==> src/rtl/hier_inject_pkg.sv <==
// Shared types and default sizing for the hier_inject stage chain and its injector.
package hier_inject_pkg;

    localparam int DEF_WIDTH = 8;
    localparam int DEF_DEPTH = 3;
    localparam int DEF_HOLDW = 4;

    typedef enum logic [1:0] {
        IDLE    = 2'd0,
        FORCE   = 2'd1,
        RELEASE = 2'd2
    } inj_state_e;

endpackage

==> src/rtl/hier_inject_stage.sv <==
// One chain register: a force overrides the shift path, which overrides hold.
module hier_inject_stage
    import hier_inject_pkg::*;
#(
    parameter int WIDTH = DEF_WIDTH
) (
    input  logic             clk,
    input  logic             rst_n,
    input  logic             shift_en,
    input  logic [WIDTH-1:0] shift_in,
    input  logic             force_en,
    input  logic [WIDTH-1:0] force_data,
    output logic [WIDTH-1:0] q
);

    logic [WIDTH-1:0] q_d;
    logic [WIDTH-1:0] q_q;

    always_comb begin
        q_d = q_q;
        if (force_en) begin
            q_d = force_data;
        end else if (shift_en) begin
            q_d = shift_in;
        end
    end

    always_ff @(posedge clk or negedge rst_n) begin
        if (!rst_n) begin
            q_q <= '0;
        end else begin
            q_q <= q_d;
        end
    end

    assign q = q_q;

endmodule

==> src/rtl/hier_inject.sv <==
// DEPTH-stage shift chain with a fault injector that forces one stage for hold+1 cycles.
// Optional read-back tap enabled by defining HIER_INJECT_TAP_EN; otherwise tap_O is 0.
module hier_inject
    import hier_inject_pkg::*;
#(
    parameter int WIDTH = DEF_WIDTH,
    parameter int DEPTH = DEF_DEPTH,
    parameter int HOLDW = DEF_HOLDW,
    localparam int SELW = $clog2(DEPTH)
) (
    input  logic             CLK,
    input  logic             ASYNCRESETN,
    input  logic [WIDTH-1:0] I,
    input  logic             en,
    output logic [WIDTH-1:0] O,
    input  logic             inj_valid,
    output logic             inj_ready,
    input  logic [SELW-1:0]  inj_sel,
    input  logic [WIDTH-1:0] inj_data,
    input  logic [HOLDW-1:0] inj_hold,
    output logic             inj_active,
    input  logic [SELW-1:0]  tap_sel,
    output logic [WIDTH-1:0] tap_O
);

    inj_state_e       state_q, state_d;
    logic [SELW-1:0]  sel_q, sel_d;
    logic [WIDTH-1:0] data_q, data_d;
    logic [HOLDW-1:0] hold_q, hold_d;
    logic             force_active;
    logic [WIDTH-1:0] stage_q [DEPTH];

    always_comb begin
        state_d    = state_q;
        sel_d      = sel_q;
        data_d     = data_q;
        hold_d     = hold_q;
        inj_ready  = 1'b0;
        inj_active = 1'b0;
        unique case (state_q)
            IDLE: begin
                inj_ready = 1'b1;
                if (inj_valid) begin
                    sel_d   = inj_sel;
                    data_d  = inj_data;
                    hold_d  = inj_hold;
                    state_d = FORCE;
                end
            end
            FORCE: begin
                inj_active = 1'b1;
                if (hold_q == '0) begin
                    state_d = RELEASE;
                end else begin
                    hold_d = hold_q - HOLDW'(1);
                end
            end
            RELEASE: begin
                state_d = IDLE;
            end
            default: begin
                state_d = IDLE;
            end
        endcase
    end

    always_ff @(posedge CLK or negedge ASYNCRESETN) begin
        if (!ASYNCRESETN) begin
            state_q <= IDLE;
            sel_q   <= '0;
            data_q  <= '0;
            hold_q  <= '0;
        end else begin
            state_q <= state_d;
            sel_q   <= sel_d;
            data_q  <= data_d;
            hold_q  <= hold_d;
        end
    end

    // An out-of-range latched select matches no stage, so the FSM runs but nothing is forced.
    assign force_active = (state_q == FORCE);

    for (genvar k = 0; k < DEPTH; k++) begin : g_stage
        logic [WIDTH-1:0] shift_in;
        if (k == 0) begin : g_head
            assign shift_in = I;
        end else begin : g_body
            assign shift_in = stage_q[k-1];
        end
        hier_inject_stage #(
            .WIDTH(WIDTH)
        ) u_stage (
            .clk       (CLK),
            .rst_n     (ASYNCRESETN),
            .shift_en  (en),
            .shift_in  (shift_in),
            .force_en  (force_active && (sel_q == SELW'(k))),
            .force_data(data_q),
            .q         (stage_q[k])
        );
    end

    assign O = stage_q[DEPTH-1];

`ifdef HIER_INJECT_TAP_EN
    always_comb begin
        tap_O = '0;
        for (int k = 0; k < DEPTH; k++) begin
            if (tap_sel == SELW'(k)) begin
                tap_O = stage_q[k];
            end
        end
    end
`else
    logic unused_tap_sel;
    assign unused_tap_sel = ^tap_sel;
    assign tap_O          = '0;
`endif

endmodule

==> config.mk <==
export PLATFORM = sky130hd
export DESIGN_NAME = hier_inject
export DESIGN_NICKNAME = d
export VERILOG_FILES = /design/src/rtl/hier_inject_pkg.sv /design/src/rtl/hier_inject_stage.sv /design/src/rtl/hier_inject.sv
export SDC_FILE = /design/constraint.sdc
export NUM_CORES = 1
export LEC_CHECK = 0
export CAP_MARGIN = 5
export CORE_MARGIN = 2
export CORE_UTILIZATION = 30
export CTS_CLUSTER_DIAMETER = 120
export CTS_CLUSTER_SIZE = 16
export DETAILED_ROUTE_END_ITERATION = 8
export GPL_TIMING_DRIVEN = 0
export PLACE_DENSITY_LB_ADDON = 0.12
export SYNTH_ARGS = -nofsm -noshare
export SYNTH_HDL_FRONTEND = slang
export SYNTH_SLANG_ARGS = --single-unit
==> constraint.sdc <==
create_clock -name CLK -period 1.35 [get_ports CLK]
set_clock_uncertainty 0.1 [all_clocks]
set_input_delay 0.405 -clock CLK [delete_from_list [all_inputs] [get_ports CLK]]
set_output_delay 0.405 -clock CLK [all_outputs]
set_load 0.02 [all_outputs]
==> results.json, run 1 <==
{
  "io_pins": 46,
  "via_per_inst": 4.59,
  "synth_compound_area_share_pct": 10.0,
  "synth_top_cell_by_area": "dfrtp_1",
  "postPlaceCellArea_mm2": 0.00245,
  "fillers": 605,
  "outcome": "finished with violations",
  "first_global_vias": 1486,
  "synth_top_family_by_area": "multiplexers",
  "grt_max_degree": 35,
  "fin_nets": 274,
  "drcViolationCount": 0,
  "synthSimpleGateAreaFrac_pct": 10.5,
  "synth-xor-area-share_pct": 0,
  "firstDrtPassIters": 5,
  "antenna_cells": 0,
  "finalHoldViolCount": 0,
  "fin_cells": 323,
  "register_area_mm2": 0.00100,
  "crit_fanout": 3,
  "ctsHtreeMaxLevel": 2,
  "numCtsBuffers": 5,
  "synth_cells": 169,
  "report.power.total_mw": 6.63,
  "die_w_um": 84.6,
  "yosysWarnings": 0,
  "insertion_delay_ns": 0.29,
  "max_cap_violations": 0,
  "wirelength_mm": 4.71,
  "clkTransAtPathRegs_ns": 0.08,
  "start_util_pct": 30.9,
  "vias": 1483,
  "detail_route.wl_per_cell_um": 14.6,
  "combPwrFrac_pct": 52.8,
  "dp_cells": 288,
  "place_ws_ns": -0.601,
  "rows": 29,
  "area_growth_pct": 48.3,
  "io_buffers": 34,
  "max-vdd-ir-drop_mv": 0.872,
  "synth.distinct_cells": 28,
  "period_minus_slack_ns": 1.56,
  "die_area_mm2": 0.00716,
  "critPathKind": "flop to output port",
  "startpoint_type": "flop",
  "syn-cell-area_mm2": 0.00195,
  "yosys.area_share.adder_pct": 0.641,
  "clock-sinks": 40,
  "final_core_util_pct": 45.8,
  "ys_top_cells_by_count": "dfrtp_1 (40), mux2i_1 (26), nand2_1 (25)",
  "clock_path_buffers": 2,
  "violations": "negative setup slack",
  "crit_path_end_kind": "output port",
  "antenna_found_initial": 0,
  "sw_frac_of_total_pct": 35.9,
  "power_frac_seq_pct": 34.4,
  "crit-reg2reg-launch": "state_q[1]",
  "fin_ws_ns": -0.214,
  "synth-seq-cells": 40,
  "place.detailed.hpwl_mm": 2.99,
  "grt_pass1_wl_mm": 7.65,
  "ys_seq_area_share_pct": 51.3,
  "clkPwrFrac_pct": 12.7,
  "cts_root_buf": "clkbuf_8",
  "crit_arrival_ns": 1.06,
  "track_usage_pct": 13.9,
  "powerDensity_mw_per_mm2": 2290,
  "fmax_mhz": 639,
  "leakagePower_nw": 1.36,
  "cts_tree": "built",
  "synth_flop_cell": "dfrtp_1",
  "slew_viol_final": 0,
  "crit_required_ns": 0.85,
  "syn-mean-instance-area_um2": 11.5,
  "netlist_top_cells_area": "dfrtp_1 (51%), mux2i_1 (13%), mux2_4 (7.7%), nand2_1 (4.8%), o21ai_0 (3.8%)",
  "fin_area_mm2": 0.00289,
  "yosysMostFrequentCell": "dfrtp_1",
  "startpoint": "state_q[1]",
  "die_h_um": 84.6,
  "multi_input_area_um2": 922,
  "rsz0062_at_grt": "true",
  "finalSetupViolCount": 41,
  "finalCritPeriodShare_pct": 116,
  "synth_edf_count": 0,
  "hp-class": "input pin to async pin",
  "final_antenna_net_count": 0,
  "synthArstFlopShare_pct": 100,
  "first_iter_violations": 51,
  "synth_top_area_share_pct": 51.3,
  "intPower_mw": 4.25,
  "grt-ovfl-total": 0,
  "synthMuxAreaShare_pct": 21.0,
  "coreArea_mm2": 0.00631,
  "switching_power_mw": 2.38,
  "drive_gt1_share_pct": 36.2,
  "gp_congestion": 0.731
}
path summary, 6_finish.rpt:
check,depth (start not counted),to,slack [ns]
min in group CLK,3,g_stage[1].u_stage.q[3],0.43
min reg2reg,1,state_q[1],0.43
max,3,inj_ready,-0.21
max reg2reg,6,hold_q[0],-0.19
min,2,g_stage[2].u_stage.q[7],0.37
max in group asynchronous,3,state_q[1],0.33
logic make-up after synthesis:
family	Yosys count
and+or+nand+nor	37
other	1
buffers and inverters	20
DFF	40
adders and majority gates	1
muxes	36
AOI/OAI and AO/OA	34
per-stage QoR:
step                setup TNS [ns]  hold WS (ns)
global placement            -67.08         0.384
detailed placement          -12.54         0.163
CTS                          -2.82         0.376
floorplan                    -1.03       0.00941
finish                       -3.24         0.373
global route                 -5.87         0.379
registers in the layout, indices dropped and copies added, names as in the netlist:
name	count
state_q	2
g_stage.u_stage.q	24
hold_q	4
sel_q	2
data_q	8
critical path, stage by stage, from the launching register on:
cell and delay, ns:
dfrtp_2 0.43, buf_6 0.13, nor2_4 0.08, buf_6 0.12
final cells by class:
cell class / instances / share of cell area (%)
Clock buffer: 6 / 2.85
Inverter: 5 / 0.649
Sequential cell: 40 / 34.7
Buffer: 15 / 4.58
Timing Repair Buffer: 62 / 21.7
Multi-Input combinational cell: 116 / 31.9
Tap cell: 77 / 3.33
Clock inverter: 2 / 0.346
per-layer routing:
metal | global-route usage (%) | share of wire (%) | vias to the layer above
met1 | 19.6 | 50 | 708
met5 | 0 | 0 | -
met4 | 4.33 | 0.81 | 0
met3 | 3.24 | 5.0 | 4
met2 | 21.0 | 44 | 40
li1 | - | - | 731
cells in the final DEF (no fill, tap or decap), drive strengths merged, types with 2 or more instances in the layout:
cell type	instances
conb	8
a2bb2oi	2
dfrtp	40
o21ai	25
nand2	25
nor2	2
clkinv	2
mux2i	26
clkbuf	6
buf	53
and4bb	3
inv	5
mux2	10
clkdlybuf4s50	22
a211oi	3
repair_timing:
item	CTS	global route
pin swaps	7	2
gates cloned	2	1
setup endpoints to repair	48	50
hold buffers	1	0
buffers inserted	17	6
resized for setup	80	17
endpoints found under the hold margin	6	0
power by group through the flow:
stage | Clock [mW] | Sequential, mW | Combinational [mW]
after CTS | 0.860 | 2.27 | 3.29
after floorplan | 0 | 2.28 | 1.64
after detailed placement | 0 | 2.28 | 2.47
after global placement | 0 | 2.30 | 2.43
after global routing | 0.909 | 2.38 | 3.81
final | 0.844 | 2.28 | 3.50
Note: power is estimated with default switching activity, not from simulation.
==> inputs of run 2 (changes only) <==
--- a/config.mk
+++ b/config.mk
@@ -15,4 +15,5 @@
 export PLACE_DENSITY_LB_ADDON = 0.12
 export SYNTH_ARGS = -nofsm -noshare
 export SYNTH_HDL_FRONTEND = slang
+export SYNTH_HIERARCHICAL = 1
 export SYNTH_SLANG_ARGS = --single-unit
==> results.json, run 2 <==
{
  "outcome": "finished with violations",
  "violations": "negative setup slack",
  "synth_top_cell_by_area": "dfrtp_1",
  "period_minus_slack_ns": 1.61,
  "crit_arrival_ns": 1.10,
  "firstDrtPassIters": 6,
  "place.detailed.hpwl_mm": 3.02,
  "largest_register_ffs": 24,
  "wirelength_mm": 4.86,
  "syn-mean-instance-area_um2": 11.8,
  "finalCritPeriodShare_pct": 119,
  "ys_top_cells_by_count": "dfrtp_1 (40), mux2i_1 (26), nand2_1 (25)",
  "area_growth_pct": 47.1,
  "worstHoldStart": "en",
  "sw_frac_of_total_pct": 35.8,
  "synth_edf_count": 0,
  "grt_max_degree": 25,
  "synth_cells": 169,
  "synth_flop_cell": "dfrtp_1",
  "max-vdd-ir-drop_mv": 0.781,
  "gp_congestion": 0.718,
  "grt_pass1_wl_mm": 7.62,
  "max_cap_violations": 0,
  "rsz0062_at_grt": "true",
  "synth-seq-cells": 40,
  "switching_power_mw": 2.28,
  "final_common_cell": "dfrtp_1",
  "drive_gt1_share_pct": 35.5,
  "slew_viol_final": 0,
  "fin_ws_ns": -0.257,
  "most-common-layout-cells": "dfrtp_1 (39), mux2i_1 (26), buf_4 (26)",
  "die_area_mm2": 0.00729,
  "startpoint_type": "flop",
  "finalSetupViolCount": 41,
  "die_h_um": 85.4,
  "yosysWarnings": 6,
  "start_util_pct": 31.1,
  "fin_nets": 270,
  "final_antenna_net_count": 0,
  "leakagePower_nw": 1.34,
  "syn-cell-area_mm2": 0.00199,
  "clkTransAtPathRegs_ns": 0.09,
  "power_frac_seq_pct": 35.3,
  "first_global_vias": 1478,
  "critPathKind": "flop to output port",
  "crit_path_end_kind": "output port",
  "crit-reg2reg-launch": "hold_q[0]",
  "synth.distinct_cells": 29,
  "powerDensity_mw_per_mm2": 2180,
  "coreArea_mm2": 0.00639,
  "insertion_delay_ns": 0.29,
  "startpoint": "state_q[0]",
  "grt-ovfl-total": 0,
  "clock-sinks": 40,
  "tns_ns": -4.74,
  "first_iter_violations": 35,
  "ctsHtreeMaxLevel": 2,
  "track_usage_pct": 13.9,
  "ys_seq_area_share_pct": 50.4,
  "detail_route.wl_per_cell_um": 15.2,
  "finalHoldViolCount": 0,
  "drcViolationCount": 0,
  "antenna_found_initial": 0,
  "synth_top_area_share_pct": 50.4,
  "io_pins": 46,
  "intPower_mw": 4.09,
  "fmax_mhz": 622,
  "hp-class": "input pin to flop",
  "yosysMostFrequentCell": "dfrtp_1",
  "cts_root_buf": "clkbuf_8",
  "antenna_cells": 0,
  "crit_fanout": 5,
  "rows": 29,
  "crit_required_ns": 0.85,
  "die_w_um": 85.4,
  "via_per_inst": 4.63,
  "clock_path_buffers": 2,
  "hold_ws_ns": 0.386,
  "numCtsBuffers": 5,
  "combPwrFrac_pct": 49.0,
  "clkPwrFrac_pct": 15.7,
  "vias": 1476,
  "io_buffers": 34,
  "cts_tree": "built",
  "synthArstFlopShare_pct": 100,
  "netlist_top_cells_area": "dfrtp_1 (50%), mux2i_1 (13%), mux2_4 (6.8%), o21ai_1 (6.0%), nand2_1 (4.7%)"
}
-- run 2: per-layer routing --
layer | vias up | wire, um | global-route usage (%)
met5 | - | 0 | 0
li1 | 729 | - | -
met4 | 0 | 49 | 4.62
met2 | 46 | 2230 | 20.5
met3 | 2 | 216 | 2.92
met1 | 699 | 2360 | 20.2
-- run 2: final cells by class --
type,instances,area [um^2]
fillers,591,3460
flip-flops and latches,40,1000
multi-input cells,116,958
repair buffers,58,573
plain buffers,16,159
well taps,77,96.3
clock buffers,5,68.8
clock inverters,3,46.3
inverters,4,18.8
-- run 2: power groups by stage --
stage / registers, mW / clock network, mW / logic, mW
after floorplan: 2.28 / 0 / 1.68
after global placement: 2.27 / 0 / 2.44
after detailed placement: 2.27 / 0 / 2.48
after CTS: 2.25 / 1.03 / 2.96
after global routing: 2.33 / 1.08 / 3.41
final: 2.25 / 1.00 / 3.12
-- run 2: worst max-delay path: stages, from the launching register on --
cell and delay (ns):
dfrtp_1 0.38, buf_6 0.13, nand2b_4 0.08, clkinvlp_4 0.09, buf_6 0.13
-- run 2: worst paths after layout --
check / slack, ns / depth (start not counted) / endpoint
hold / removal: 0.39 / 3 / g_stage[0].u_stage/q[3]
hold reg to reg: 0.40 / 1 / state_q[1]
setup / recovery: -0.26 / 4 / inj_active
setup reg to reg: -0.25 / 5 / hold_q[0]
max in group asynchronous: 0.19 / 3 / g_stage[2].u_stage/q[4]
min in group asynchronous: 0.49 / 2 / data_q[6]
-- run 2: cells by family (layout without fill, tap and decap cells) --
group                      Yosys count  count (layout)  share of synthesized area (%)
AOI/OAI and AO/OA                   31              31                           9.07
adders and majority gates            1               1                          0.630
buffers and inverters               20              86                           8.31
DFF                                 40              40                           50.4
muxes                               36              36                           20.5
other                                1               8                          0.189
and+or+nand+nor                     40              40                           11.0
-- run 2: repair_timing --
item                                    4_1_cts  5_1_grt
endpoints found under the setup margin       48       49
pin swaps                                     6        5
gates resized for setup                      69        7
hold buffers                                  1        0
setup buffers                                16        4
gates cloned                                  1        1
hold endpoints to repair                     16        0
-- run 2: metrics by stage --
stage | util (%) | worst slack, ns | instances | area, um^2 | total power [mW]
after detailed placement | 39.7 | -0.571 | 288 | 2530 | 4.74
after global routing | 45.8 | -0.304 | 319 | 2920 | 6.82
after CTS | 44.9 | -0.262 | 314 | 2870 | 6.25
after global placement | 39.5 | -1.50 | 287 | 2520 | 4.71
after floorplan | - | -0.139 | 176 | 2080 | 3.96
final | 45.8 | -0.257 | 319 | 2920 | 6.38
